<file path="src/rtl/ps2_kbd_ctrl.sv">
// Host-side PS/2 keyboard controller: paced FIFO fetch into a one-byte output buffer,
// level IRQ, status/control port and a timed receiver reset to clear sticky errors.
module ps2_kbd_ctrl #(
  parameter int RX_RESET_CYCLES = 4
) (
  input  logic       busclk,
  input  logic       rst,
  input  logic       cs,
  input  logic       addr,
  input  logic       rd,
  input  logic       wr,
  input  logic [7:0] wdata,
  output logic [7:0] rdata,
  output logic       irq,
  output logic       rx_rstn,
  output logic       rx_pop,
  input  logic [7:0] rx_data,
  input  logic       rx_empty,
  input  logic       rx_frame_error,
  input  logic       rx_parity_error,
  input  logic       rx_overflow
);

  localparam int CW = $clog2(RX_RESET_CYCLES + 1);

  typedef enum logic [2:0] {IDLE, SETTLE, CAPTURE, COOL, RXRST} state_t;

  state_t        state_reg, state_next;
  logic [CW-1:0] cnt_reg, cnt_next;
  logic [7:0]    obuf_reg;
  logic          obf_reg;
  logic          irq_en_reg;
  logic          kbd_dis_reg;
  logic          rx_release_reg;

  logic data_rd;
  logic ctrl_wr;
  logic err_clr;
  logic capture;
  logic rx_resetting;
  logic unused_wdata;

  assign data_rd      = cs & rd & ~addr;
  assign ctrl_wr      = cs & wr & addr;
  assign err_clr      = ctrl_wr & wdata[7];
  assign capture      = (state_reg == CAPTURE);
  assign rx_resetting = (state_reg == RXRST);
  assign unused_wdata = ^wdata[6:2];

  always_comb begin
    state_next = state_reg;
    cnt_next   = cnt_reg;
    case (state_reg)
      IDLE:    if (!obf_reg && !kbd_dis_reg && !rx_empty) state_next = SETTLE;
      SETTLE:  state_next = CAPTURE;
      CAPTURE: state_next = COOL;
      COOL:    state_next = IDLE;
      RXRST: begin
        if (cnt_reg == '0) state_next = IDLE;
        else               cnt_next   = cnt_reg - 1'b1;
      end
      default: state_next = IDLE;
    endcase
    // An error-clear overrides everything, including a restart while already resetting.
    if (err_clr) begin
      state_next = RXRST;
      cnt_next   = CW'(RX_RESET_CYCLES - 1);
    end
  end

  always_ff @(posedge busclk or posedge rst) begin
    if (rst) begin
      state_reg      <= IDLE;
      cnt_reg        <= '0;
      obuf_reg       <= 8'h00;
      obf_reg        <= 1'b0;
      irq_en_reg     <= 1'b0;
      kbd_dis_reg    <= 1'b0;
      rx_release_reg <= 1'b0;
    end else begin
      state_reg      <= state_next;
      cnt_reg        <= cnt_next;
      rx_release_reg <= 1'b1;
      // A capture needs OBF=0, so it never collides with a data-port read.
      if (capture) begin
        obuf_reg <= rx_data;
        obf_reg  <= 1'b1;
      end else if (data_rd) begin
        obf_reg <= 1'b0;
      end
      if (ctrl_wr) begin
        irq_en_reg  <= wdata[0];
        kbd_dis_reg <= wdata[1];
      end
    end
  end

  assign rx_pop  = capture;
  assign rx_rstn = rx_release_reg & ~rx_resetting;
  assign irq     = obf_reg & irq_en_reg;
  assign rdata   = addr ? {rx_resetting, 1'b0, rx_overflow, rx_parity_error, rx_frame_error,
                           kbd_dis_reg, irq_en_reg, obf_reg}
                        : obuf_reg;

endmodule

</file>
<file path="config.mk">
export PLATFORM = sky130hd
export DESIGN_NAME = ps2_kbd_ctrl
export DESIGN_NICKNAME = d
export VERILOG_FILES = /design/src/rtl/ps2_kbd_ctrl.sv
export SDC_FILE = /design/constraint.sdc
export NUM_CORES = 1
export LEC_CHECK = 0
export ABC_AREA = 0
export ABC_CLOCK_PERIOD_IN_PS = 3900
export CAP_MARGIN = 5
export CORE_MARGIN = 2
export CORE_UTILIZATION = 44
export DETAILED_ROUTE_END_ITERATION = 8
export PLACE_DENSITY = 0.82
export SKIP_LAST_GASP = 1
export SLEW_MARGIN = 20
export SYNTH_ARGS = -nofsm -noshare
export SYNTH_HDL_FRONTEND = slang
export SYNTH_SLANG_ARGS = --single-unit
</file>
<file path="constraint.sdc">
create_clock -name busclk -period 3.9 [get_ports busclk]
set_input_delay 0.975 -clock busclk [delete_from_list [all_inputs] [get_ports busclk]]
set_output_delay 0.975 -clock busclk [all_outputs]
set_load 0.05 [all_outputs]
</file>
After elaboration in Yosys (flattened, before gate mapping) --
Index checks and enable logic that the tools add are counted.
Cells by class: add/subtract/negate cells 1, $mul 0, div/mod/pow operators 0, $lt $le $gt $ge 0, eq/ne operators 6, shift operators 0, mux-type cells 10, bitwise gates (word level) 9, reductions and logical operators 11
Operators with widths (number):
- 3-bit 2-to-1 mux | 6
- 3-bit case mux with 4 select lines | 1
- 8-bit 2-to-1 mux | 1
- 1-bit bitwise AND | 7
- 3-bit logical NOT | 2
- 2-bit AND reduction | 2
- 2-bit nonzero test | 2
- 3-bit by 1-bit == test with 1-bit output, second input constant | 1
- 3-bit by 2-bit == test with 1-bit output, second input constant | 1
- 3-bit == test, second input constant | 1
- 1-bit logical NOT | 3
- 3-bit by 2-bit inequality test with 1-bit output, second input constant | 1
- 3-bit inequality test, second input constant | 1
- 3-bit by 1-bit subtractor with 3-bit output, second input constant | 1
- 1-bit logical AND | 2
- 1-bit 2-to-1 mux | 2
- 2-bit inequality test, second input constant | 1
- 1-bit inverter | 2
Word-level totals: register bits after elaboration 18, bits in latches 0, memory bits (writable) 0, ROM bits 0, bits of input ports 26, output and inout port bits 11, logic and storage cells 44, memories 0

Longest topological paths before layout --
depth after elaboration 6, gate-level depth with buffers 6, gate-level depth less buffers 6

Worst setup path after synthesis --
Ideal clock, no wire load.
kind input port to output port, from in addr, to out rdata[6], data arrival time 1.845 ns, required time 2.925 ns, path slack 1.080 ns, cell stages on the path 2, buffers on the path 1, cell sequence buf_2 -> nor2b_1
Between the ends: cells in the longest elaborated chain, start to end 1
RTL lines:
- from (decl) | line 9 | input logic addr,
- 8-bit 2-to-1 mux | line 101 | assign rdata = addr ? {rx_resetting, 1'b0, rx_overflow, rx_parity_error, rx_frame_error,
- to (decl) | line 13 | output logic [7:0] rdata,
No other way between the ends.

Final worst setup path --
from in addr, to out rdata[3]
Same word-level chain as after synthesis.

==> results_dict.tcl <==
set metrics [dict create \
    status "completed" \
    p_clk_share_pct 13.3 \
    grt_pass1_vias 689 \
    wl_per_cell_um 12.1 \
    setup_violations 0 \
    slew_headroom_pct 55.6 \
    ioPinCount 37 \
    grt_overflow 0 \
    syn_inst 71 \
    rows 16 \
    dp_worst_setup_slack_ps 597 \
    intPower_w 0.000504 \
    critPathMaxFanout 11 \
    power_leakage_nw 0.545 \
    clk_latency_ps 280 \
    start_kind "primary input" \
    seq_power_share_pct 37.0 \
    die_h_um 48.4 \
    swShare_pct 41.1 \
    firstDrtPassIters 4 \
    drv_slew 0 \
    worst-slew-pin-transition_ps 665 \
    setup_tns_ps 0 \
    critPathArrivalTime_ps 2300 \
    yosys_warnings 0 \
    hold_buffers 0 \
    viasPerCell 4.91 \
    synth_cell_types 24 \
    die_width_um 48.4 \
    drive_above_1_share_pct 23.8 \
    nNetsFinal 134 \
    crit_buf_inv 2 \
    clockBufferDepth 2 \
    routed_wl_um 1590 \
    maxCapViolCount 0 \
    postCtsSetupRepairBufs 0 \
    start_util_pct 45.6 \
    grt_start_max_net_pins 19 \
    grt_pass1_wl_um 2700 \
    gp_congestion 0.699 \
    power_frac_comb_pct 49.7 \
    hold_class "reg -> reg" \
    reg2reg_depth 6 \
    cts.clk_slew.worst_paths_ps 100 \
    clock-skew-final_ps 4.42 \
    path_depth 3 \
    track_usage_pct 14.5 \
    hpwl_um 1280 \
    crit_chain "clkdlybuf4s50_1, mux2_2, buf_4" \
    largest_reg_flops 8 \
    syn2layout_area_growth_pct 41.0 \
    dr.first_iter.drc_count 8 \
    crit_family "buffers and inverters" \
    via_count 648 \
    antenna_found_initial 0 \
    min_period_ps 3280 \
    critical_path_class "in -> out" \
    portBuffers 31 \
    whs_path_depth 1 \
    rsz0062_at_grt "false" \
    slowest_stage "clkdlybuf4s50_1" \
    hold_violations 0 \
    ys_ff_latch 18 \
    h-tree-depth 1 \
    numCtsBuffers 3 \
    cts-root-buf "clkbuf_4" \
    core_um2 1900 \
    finalWorstSetupSlack_ps 623 \
    finalCritPeriodShare_pct 84.0 \
    die_area_um2 2340 \
    postRouteAntennaNets 0 \
    tritoncts "built" \
    cp.required_ps 2920 \
    pwr_density_cell_nw_per_um2 700 \
    clock_sinks 18 \
    fmax_mhz 305 \
    drc 0 \
    syn_area_per_cell_um2 12.2 \
    endpoint_kind "primary output" \
    critPathMaxStageDelay_ps 750 \
    netlist_area_um2 867 \
    ys_seq_area_share_pct 51.9 \
    syn_nets 99 \
    post_cts_resized 0 \
    power_switching_w 0.000352 \
    antenna_cells 0 \
    ir_worst_vdd_uv 515 \
]
cells in the mapped netlist (all sizes together):
library cell / count / area, µm²
inv: 5 / 18.8
ha: 2 / 25.0
nand2b: 1 / 6.26
nor3: 2 / 10.0
nor4b: 1 / 15.0
o211ai: 1 / 12.5
nand3: 2 / 10.0
buf: 2 / 12.5
dfrtp: 18 / 450
xnor2: 1 / 8.76
o21ai: 1 / 5.00
nor4: 1 / 6.26
nor3b: 2 / 15.0
nand2: 5 / 18.8
a211oi: 1 / 7.51
conb: 1 / 3.75
nand4: 1 / 6.26
nor2b: 2 / 12.5
mux2: 17 / 191
or4b: 1 / 13.8
nor2: 3 / 11.3
and2: 1 / 6.26
logic make-up (layout without fill, tap and decap cells):
| group | Yosys count | count (layout) | share of synthesized area (%) |
|---|---|---|---|
| buf+inv | 7 | 41 | 3.61 |
| fa+ha+maj | 2 | 2 | 2.89 |
| compound gates | 3 | 3 | 2.89 |
| flops | 18 | 18 | 51.9 |
| other cells | 1 | 1 | 0.432 |
| xor+xnor | 1 | 1 | 1.01 |
| simple gates | 22 | 22 | 15.2 |
| mux | 17 | 17 | 22.1 |
layout make-up:
type	instances	area, µm²
tap	27	33.8
multi-input combinational	46	385
timing repair buffer	32	298
inverter	5	18.8
fill	161	679
sequential	18	450
clock buffer	4	36.3
metal layers:
metal  up-vias  track usage (%)  part of all wire [%]
li1        314                -                     -
met1       311             15.6                    40
met2        23             28.0                    53
met3         0             4.94                   6.4
met4         0             1.43                     0
met5         -                0                     0
placed cells by master (no fill, tap or decap), types with 3 or more instances in the layout:
cell | Yosys | layout
inv_1 | 5 | 5
nand2_1 | 5 | 5
clkbuf_4 | 0 | 3
nor2_1 | 3 | 3
mux2_2 | 9 | 9
clkdlybuf4s50_1 | 0 | 23
buf_4 | 1 | 9
mux2_1 | 8 | 8
dfrtp_1 | 18 | 18
power groups by stage:
| stage | clock network [W] | logic [W] | registers, W |
|---|---|---|---|
| 6_report | 0.000113 | 0.000426 | 0.000317 |
| 5_1_grt | 0.000124 | 0.000458 | 0.000329 |
| 4_1_cts | 0.000114 | 0.000433 | 0.000318 |
| 3_5_place_dp | 0 | 0.000430 | 0.000322 |
| 3_3_place_gp | 0 | 0.000419 | 0.000315 |
| 2_1_floorplan | 0 | 0.000322 | 0.000305 |
final timing paths:
check	startpoint	endpoint	slack (ps)
setup / recovery	addr	rdata[3]	620
hold / removal	obuf_reg[6]	obuf_reg[6]	490
setup reg to reg	cnt_reg[0]	cnt_reg[1]	2270
hold reg to reg	obuf_reg[6]	obuf_reg[6]	490
max in group asynchronous	rst	state_reg[0]	2390
min in group asynchronous	rst	obuf_reg[0]	1080
stage by stage:
stage | cell area [µm²] | power (W) | hold WS (ps) | util, % | std cells
after floorplan | 867 | 0.000627 | 450 | - | 71
final | 1220 | 0.000856 | 493 | 64.3 | 132
after global routing | 1220 | 0.000911 | 509 | 64.3 | 132
after detailed placement | 1190 | 0.000752 | 475 | 62.4 | 128
after CTS | 1220 | 0.000864 | 498 | 64.3 | 132
after global placement | 1190 | 0.000734 | 459 | 62.4 | 128
worst register-to-register path, stage by stage, from the launching register on:
cell	delay, ps
dfrtp_1	360
inv_1	50
ha_1	200
ha_1	210
or4b_4	520
nand2_1	110
o211ai_2	80
No activity file was read; power rests on OpenSTA's default activity.
